### src/rtl/song_player_if.sv
// rtl/song_player_if.sv - control, note-memory write and status bundle for song_player
//
// Signals (direction seen from the master, i.e. the controlling side):
//   tick        out  single-cycle beat pulse
//   play        out  level: run / stop-and-rewind
//   pause       out  level: hold position, output rest
//   loop        out  sampled at end of song: restart slot or stop
//   song_sel    out  slot to play, sampled when leaving IDLE
//   wr_en       out  note memory write strobe
//   wr_addr     out  note memory write address
//   wr_data     out  {note, duration}, note in MSBs
//   note        in   current note code
//   note_start  in   one-cycle pulse when a new note is presented
//   busy        in   sequencer is fetching or playing
//   done        in   sequencer reached end of a one-shot song
//   pos         in   address of current entry
interface song_player_if #(
    parameter int NOTE_W = 5,
    parameter int DUR_W  = 4,
    parameter int ADDR_W = 8,
    parameter int SONG_W = 2
);
    logic                     tick;
    logic                     play;
    logic                     pause;
    logic                     loop;
    logic [SONG_W-1:0]        song_sel;
    logic                     wr_en;
    logic [ADDR_W-1:0]        wr_addr;
    logic [NOTE_W+DUR_W-1:0]  wr_data;
    logic [NOTE_W-1:0]        note;
    logic                     note_start;
    logic                     busy;
    logic                     done;
    logic [ADDR_W-1:0]        pos;

    modport master (
        output tick, play, pause, loop, song_sel, wr_en, wr_addr, wr_data,
        input  note, note_start, busy, done, pos
    );

    modport slave (
        input  tick, play, pause, loop, song_sel, wr_en, wr_addr, wr_data,
        output note, note_start, busy, done, pos
    );
endinterface

### src/rtl/song_player.sv
// rtl/song_player.sv - slotted note-memory song sequencer with pause, loop and note-start pulse
//
// Ports:
//   clk     in   system clock
//   rst_n   in   asynchronous active-low reset
//   io_bus  slave modport of song_player_if (controls, memory write port, status outputs)
module song_player #(
    parameter int                NOTE_W    = 5,
    parameter int                DUR_W     = 4,
    parameter int                ADDR_W    = 8,
    parameter int                SONG_W    = 2,
    parameter logic [NOTE_W-1:0] REST_CODE = 5'b10101
) (
    input  logic          clk,
    input  logic          rst_n,
    song_player_if.slave  io_bus
);
    localparam int ENTRY_W = NOTE_W + DUR_W;
    localparam int OFF_W   = ADDR_W - SONG_W;
    localparam int DEPTH   = 2**ADDR_W;

    typedef enum logic [2:0] {
        S_IDLE,
        S_FETCH,
        S_LOAD,
        S_PLAY,
        S_PAUSED,
        S_DONE
    } state_t;

    logic [ENTRY_W-1:0] r_mem [DEPTH];
    logic [ENTRY_W-1:0] r_rd_data;

    state_t             r_state;
    logic [NOTE_W-1:0]  r_note;
    logic [NOTE_W-1:0]  r_cur_note;
    logic               r_note_start;
    logic               r_busy;
    logic               r_done;
    logic [ADDR_W-1:0]  r_pos;
    logic [DUR_W-1:0]   r_remaining;
    logic [SONG_W-1:0]  r_slot;

    logic [NOTE_W-1:0]  w_entry_note;
    logic [DUR_W-1:0]   w_entry_dur;
    logic [ADDR_W-1:0]  w_base;
    logic [ADDR_W-1:0]  w_sel_base;
    logic               w_at_base;
    logic               w_seg_last;

    assign w_entry_note = r_rd_data[ENTRY_W-1 -: NOTE_W];
    assign w_entry_dur  = r_rd_data[DUR_W-1:0];
    assign w_base       = {r_slot, {OFF_W{1'b0}}};
    assign w_sel_base   = {io_bus.song_sel, {OFF_W{1'b0}}};
    assign w_at_base    = (r_pos == w_base);
    assign w_seg_last   = &r_pos[OFF_W-1:0];

    // Read is addressed by pos every cycle: the entry set up on entry to
    // FETCH is captured at the FETCH edge and examined in LOAD. A write to
    // the same address in the same cycle leaves the old word on the read port.
    always_ff @(posedge clk) begin
        if (io_bus.wr_en) begin
            r_mem[io_bus.wr_addr] <= io_bus.wr_data;
        end
        r_rd_data <= r_mem[r_pos];
    end

    always_ff @(posedge clk or negedge rst_n) begin
        if (!rst_n) begin
            r_state      <= S_IDLE;
            r_note       <= REST_CODE;
            r_cur_note   <= REST_CODE;
            r_note_start <= 1'b0;
            r_busy       <= 1'b0;
            r_done       <= 1'b0;
            r_pos        <= '0;
            r_remaining  <= '0;
            r_slot       <= '0;
        end else begin
            r_note_start <= 1'b0;
            if (!io_bus.play) begin
                // Stop overrides everything: rewind to the latched slot base.
                r_state     <= S_IDLE;
                r_note      <= REST_CODE;
                r_pos       <= w_base;
                r_remaining <= '0;
                r_busy      <= 1'b0;
                r_done      <= 1'b0;
            end else begin
                case (r_state)
                    S_IDLE: begin
                        r_slot  <= io_bus.song_sel;
                        r_pos   <= w_sel_base;
                        r_state <= S_FETCH;
                        r_busy  <= 1'b1;
                    end
                    S_FETCH: begin
                        r_state <= S_LOAD;
                    end
                    S_LOAD: begin
                        if (w_entry_dur == '0) begin
                            // A marker at the base is an empty song and never loops.
                            if (!w_at_base && io_bus.loop) begin
                                r_pos   <= w_base;
                                r_state <= S_FETCH;
                            end else begin
                                r_state <= S_DONE;
                                r_note  <= REST_CODE;
                                r_busy  <= 1'b0;
                                r_done  <= 1'b1;
                            end
                        end else begin
                            r_note       <= w_entry_note;
                            r_cur_note   <= w_entry_note;
                            r_remaining  <= w_entry_dur;
                            r_note_start <= 1'b1;
                            r_state      <= S_PLAY;
                        end
                    end
                    S_PLAY: begin
                        if (io_bus.pause) begin
                            r_state <= S_PAUSED;
                            r_note  <= REST_CODE;
                        end else if (io_bus.tick) begin
                            r_remaining <= r_remaining - DUR_W'(1);
                            if (r_remaining == DUR_W'(1)) begin
                                if (!w_seg_last) begin
                                    r_pos   <= r_pos + ADDR_W'(1);
                                    r_state <= S_FETCH;
                                end else if (io_bus.loop) begin
                                    // Last slot entry played: wrap within the slot only.
                                    r_pos   <= w_base;
                                    r_state <= S_FETCH;
                                end else begin
                                    r_state <= S_DONE;
                                    r_note  <= REST_CODE;
                                    r_busy  <= 1'b0;
                                    r_done  <= 1'b1;
                                end
                            end
                        end
                    end
                    S_PAUSED: begin
                        if (!io_bus.pause) begin
                            r_note  <= r_cur_note;
                            r_state <= S_PLAY;
                        end
                    end
                    S_DONE: begin
                        r_state <= S_DONE;
                    end
                    default: begin
                        r_state <= S_IDLE;
                        r_note  <= REST_CODE;
                        r_busy  <= 1'b0;
                        r_done  <= 1'b0;
                    end
                endcase
            end
        end
    end

    assign io_bus.note       = r_note;
    assign io_bus.note_start = r_note_start;
    assign io_bus.busy       = r_busy;
    assign io_bus.done       = r_done;
    assign io_bus.pos        = r_pos;
endmodule

### src/flat_wrapper.sv
// flat-port wrapper written by rule: the top's interface ports become plain ports
module song_player_flat 
#(
    parameter int                NOTE_W    = 5,
    parameter int                DUR_W     = 4,
    parameter int                ADDR_W    = 8,
    parameter int                SONG_W    = 2,
    parameter logic [NOTE_W-1:0] REST_CODE = 5'b10101
)
  (clk, rst_n, io_bus_tick, io_bus_play, io_bus_pause, io_bus_loop, io_bus_song_sel, io_bus_wr_en, io_bus_wr_addr, io_bus_wr_data, io_bus_note, io_bus_note_start, io_bus_busy, io_bus_done, io_bus_pos);
  song_player_if #(.NOTE_W(NOTE_W), .DUR_W(DUR_W), .ADDR_W(ADDR_W), .SONG_W(SONG_W)) io_bus_i ();
  input  logic clk;
  input  logic rst_n;
  input wire logic [$bits(io_bus_i.tick)-1:0] io_bus_tick;
  input wire logic [$bits(io_bus_i.play)-1:0] io_bus_play;
  input wire logic [$bits(io_bus_i.pause)-1:0] io_bus_pause;
  input wire logic [$bits(io_bus_i.loop)-1:0] io_bus_loop;
  input wire logic [$bits(io_bus_i.song_sel)-1:0] io_bus_song_sel;
  input wire logic [$bits(io_bus_i.wr_en)-1:0] io_bus_wr_en;
  input wire logic [$bits(io_bus_i.wr_addr)-1:0] io_bus_wr_addr;
  input wire logic [$bits(io_bus_i.wr_data)-1:0] io_bus_wr_data;
  output wire logic [$bits(io_bus_i.note)-1:0] io_bus_note;
  output wire logic [$bits(io_bus_i.note_start)-1:0] io_bus_note_start;
  output wire logic [$bits(io_bus_i.busy)-1:0] io_bus_busy;
  output wire logic [$bits(io_bus_i.done)-1:0] io_bus_done;
  output wire logic [$bits(io_bus_i.pos)-1:0] io_bus_pos;
  assign io_bus_i.tick = io_bus_tick;
  assign io_bus_i.play = io_bus_play;
  assign io_bus_i.pause = io_bus_pause;
  assign io_bus_i.loop = io_bus_loop;
  assign io_bus_i.song_sel = io_bus_song_sel;
  assign io_bus_i.wr_en = io_bus_wr_en;
  assign io_bus_i.wr_addr = io_bus_wr_addr;
  assign io_bus_i.wr_data = io_bus_wr_data;
  assign io_bus_note = io_bus_i.note;
  assign io_bus_note_start = io_bus_i.note_start;
  assign io_bus_busy = io_bus_i.busy;
  assign io_bus_done = io_bus_i.done;
  assign io_bus_pos = io_bus_i.pos;
  song_player #(.NOTE_W(NOTE_W), .DUR_W(DUR_W), .ADDR_W(ADDR_W), .SONG_W(SONG_W), .REST_CODE(REST_CODE)) u_core (.clk(clk), .rst_n(rst_n), .io_bus(io_bus_i));
endmodule
### config.mk
export PLATFORM = sky130hd
export DESIGN_NAME = song_player_flat
export DESIGN_NICKNAME = d
export VERILOG_FILES = /design/src/rtl/song_player_if.sv /design/src/rtl/song_player.sv /design/src/flat_wrapper.sv
export SDC_FILE = /design/constraint.sdc
export NUM_CORES = 2
export LEC_CHECK = 0
export BUFFER_PORTS_ARGS = -buffer_cell sky130_fd_sc_hd__buf_2
export CORE_MARGIN = 5
export CORE_UTILIZATION = 40
export DETAILED_ROUTE_END_ITERATION = 12
export PLACE_DENSITY = 0.62
export SYNTH_ARGS = -nofsm -noshare
export SYNTH_HDL_FRONTEND = slang
export SYNTH_SLANG_ARGS = --single-unit
### constraint.sdc
create_clock -name clk -period 3.3 [get_ports clk]
set_input_delay 0.33 -clock clk [delete_from_list [all_inputs] [get_ports clk]]
set_output_delay 0.33 -clock clk [all_outputs]
set_load 0.1 [all_outputs]
==> metrics.csv <==
stage,metric,value,unit
floorplanning,io_pins,42,
worst_setup_path,cp-end-kind,flip-flop,
clock_tree,cts_num_sinks,2343,
power_and_ir_drop,vdd_ir_drop_max,0.572,mV
clock_tree,clock_latency,870,ps
logic_synthesis,syn_inst,4504,
floorplanning,die_area,240000,sq um
routing,drc,0,
clock_tree,cts_tree,yes,
clock_tree,cts_htree_levels,4,
placed_design,place_area,100000,sq um
worst_setup_path,slowest_delay,620,ps
routing,firstDrtPassIters,6,
routing,vias_per_cell,5.84,
timing,slew_violations,0,
logic_synthesis,synthesis.nets,4534,
power_and_ir_drop,power_density,569,nW/um^2
global_routing,top_usage_layer,met2,
worst_setup_path,crit_top_cell,buf_4,
floorplanning,core_area,229000,sq um
logic_synthesis,ys_ff_latch,2343,
outcome,violations,setup timing,
clock_tree,cts_root_buf,clkbuf_16,
cells_and_area,fin_nets,5220,
worst_setup_path,crit_family,multiplexers,
routing,ant_nets,0,
timing,tns,-99.6,ps
global_routing,use_met2,34.1,%
placed_design,place_ws,-553,ps
timing,fin_crit_sh,103,%
logic_synthesis,yosysWarningCount,0,
outcome,outcome,"finished, violations left",
power_and_ir_drop,power.leakage,34.1,nW
logic_synthesis,synth_top_area_cell,edfxtp_1,
floorplanning,die_w,490,um
worst_setup_path,crit_chain,"buf_12, buf_4, bufbuf_16, mux4_1, mux4_2, o21ai_0, nand2_1, o41ai_1, buf_4, a222oi_1",
global_routing,grt_pass1_wl,370000,um
routing,num_vias,49100,
worst_setup_path,cp.required,4030,ps
global_routing,first_global_vias,48600,
floorplanning,die_h,490,um
logic_synthesis,yosys.cell_types.count,73,
timing,setup_slack,-99.6,ps
cells_and_area,drive_gt1_share,29.9,%
logic_synthesis,synth_common_cells,"2304 x edfxtp_1, 487 x mux4_2, 307 x nor2_1",
routing,totalWireLength,260000,um
logic_synthesis,postSynth.asyncResetShare,1.28,%
logic_synthesis,synth.avg_cell_area,20.4,sq um
placed_design,io_buffers,41,
timing,finalCriticalPeriod,3400,ps
clock_tree,clk_pin_slew,60,ps
clock_tree,numCtsBuffers,227,
logic_synthesis,ys_seq_area_share,76.2,%
global_routing,grt_overflow,0,
hold_path,hold_class,in -> reg,
global_routing,grt_max_degree,104,
logic_synthesis,synth_area,92000,sq um
global_routing,use_met1,30.2,%
timing,hold_viol_final,0,
floorplanning,core.rowCount,176,
global_routing,antenna_found_initial,14,
cells_and_area,syn_to_final_growth,17.3,%
timing,max_freq,294,MHz
placed_design,gp_congestion,0.893,
global_routing,use_met3,4.83,%
worst_setup_path,cp_max_fo,11,
logic_synthesis,synth_area_leaders,"edfxtp_1 75%, mux4_2 12%, mux2i_1 2.7%",
worst_setup_path,arrival,4130,ps
logic_synthesis,ys.flop_type,edfxtp_1,
logic_synthesis,synth_most_common_cell,edfxtp_1,
timing,relSlewSlack,4.83,%
worst_setup_path,timing_worst_setup_path_type,reg -> reg,
routing,drt-wirelength-per-cell,31.0,um
power_and_ir_drop,total_power,61.4,mW
flow_run,maxCapViolCount,0,
cells_and_area,fin_area,108000,sq um
timing,skew,62.4,ps
clock_tree,cts_buffer_depth,3,
worst_setup_path,startpoint_type,flip-flop,
logic_synthesis,synth_edf_count,2304,
timing,worst_pin_slew,1390,ps
worst_setup_path,cp_num_buf_inv,4,
floorplanning,initial_utilization,40.1,%
global_routing,track_usage,21.6,%
worst_setup_path,cp_slowest_cell,mux4_1,
placed_design,hpwlAfterDp,167000,um
timing,setup_viol,1,
logic_synthesis,synth_top_area_share,75.2,%
routing,drtIter0Drc,6419,
cells_and_area,n_fill_cell,19000,
==> cell type report <==
class	count	area [sq um]	share of cell area, %
antenna	8	20.0	0.0186
clock inverter	124	1210	1.12
timing repair buffer	729	6340	5.88
sequential	2343	70100	65.0
inverter	13	57.6	0.0533
tap	3026	3790	3.51
clock buffer	292	6060	5.61
multi-input combinational	1876	20300	18.8
==> worst register-to-register path, stage by stage, from the launching register on <==
cell and delay (ps):
dfrtp_4 480, buf_12 180, buf_4 160, bufbuf_16 310, mux4_1 630, mux4_2 480
o21ai_0 340, nand2_1 210, o41ai_1 130, buf_4 230, a222oi_1 110
==> final timing paths <==
kind | slack (ps) | end | cells past startpoint | startpoint
worst max-delay path | -100 | u_core.r_rd_data[0] | 10 | u_core.io_bus.pos[0]
worst min register to register | 510 | u_core.r_cur_note[1] | 1 | u_core.r_cur_note[1]
worst max register to register | -100 | u_core.r_rd_data[0] | 10 | u_core.io_bus.pos[0]
min in group asynchronous | 90 | u_core.io_bus.note_start | 2 | rst_n
max in group asynchronous | 2580 | u_core.io_bus.pos[1] | 2 | rst_n
worst min-delay path | 70 | u_core.r_mem[201][6] | 1 | io_bus_wr_data[6]
==> what timing repair did <==
action / 4_1_cts / 5_1_grt
gates resized for setup: 17 / 12
cloned: 1 / 0
hold endpoints to repair: 92 / 0
buffers inserted: 3 / 4
endpoints found under the setup margin: 10 / 10
hold buffers: 8 / 0
pin swaps: 0 / 2
==> where the power goes <==
part,internal (mW),switching [mW]
Clock,14.2,11.1
Sequential,32.9,0.280
Combinational,1.04,1.89
Total,48.1,13.3
==> placed cells by master (no fill, tap or decap), types with 32 or more instances in the layout <==
cell type / netlist / layout
nand3_1: 80 / 80
clkbuf_16: 0 / 228
buf_4: 35 / 611
edfxtp_1: 2304 / 2304
buf_2: 90 / 32
o21ai_0: 60 / 56
clkinv_2: 0 / 42
nand2_1: 214 / 212
clkinv_1: 3 / 45
a21oi_1: 60 / 57
mux4_2: 487 / 487
mux2i_1: 251 / 249
nor2_1: 307 / 305
a22oi_1: 61 / 61
buf_12: 5 / 64
clkbuf_1: 94 / 53
==> metrics by stage <==
step | utilization (%) | hold WS, ps | std cells
2_1_floorplan | - | 34.4 | 4504
3_3_place_gp | 43.7 | 435 | 7971
3_5_place_dp | 43.7 | 453 | 7971
4_1_cts | 47.0 | 35.0 | 8399
5_1_grt | 47.0 | 57.2 | 8403
6_report | 47.0 | 74.3 | 8411
==> routing by layer <==
| layer | part of all wire (%) | up-vias |
|---|---|---|
| met3 | 10 | 418 |
| met1 | 39 | 26100 |
| met5 | 0 | - |
| li1 | - | 20000 |
| met2 | 47 | 2625 |
| met4 | 3.3 | 0 |
==> cell families (layout without fill, tap and decap cells) <==
logic type	count (synthesis)	count (layout)	synth area share [%]
flip-flops	2343	2343	76.2
other	0	8	0
AND/OR/NAND/NOR	706	706	3.27
XOR/XNOR	3	3	0.0286
adder cells (fa/ha/maj)	4	4	0.0544
buffers and inverters	285	1158	1.90
multiplexers	787	787	15.6
AO/OA/AOI/OAI	376	376	2.87
==> state kept, by name, indices dropped and copies added, names as in the netlist <==
| register | cells |
|---|---|
| u_core.r_mem | 2304 |
| u_core.r_rd_data | 9 |
| u_core.io_bus.pos | 8 |
| u_core.io_bus.note | 5 |
| u_core.r_cur_note | 5 |
| u_core.r_remaining | 4 |
| u_core.r_state | 3 |
| u_core.r_slot | 2 |
| u_core.io_bus.busy | 1 |
| u_core.io_bus.done | 1 |
| u_core.io_bus.note_start | 1 |
Power figures use the tool's default switching activity.
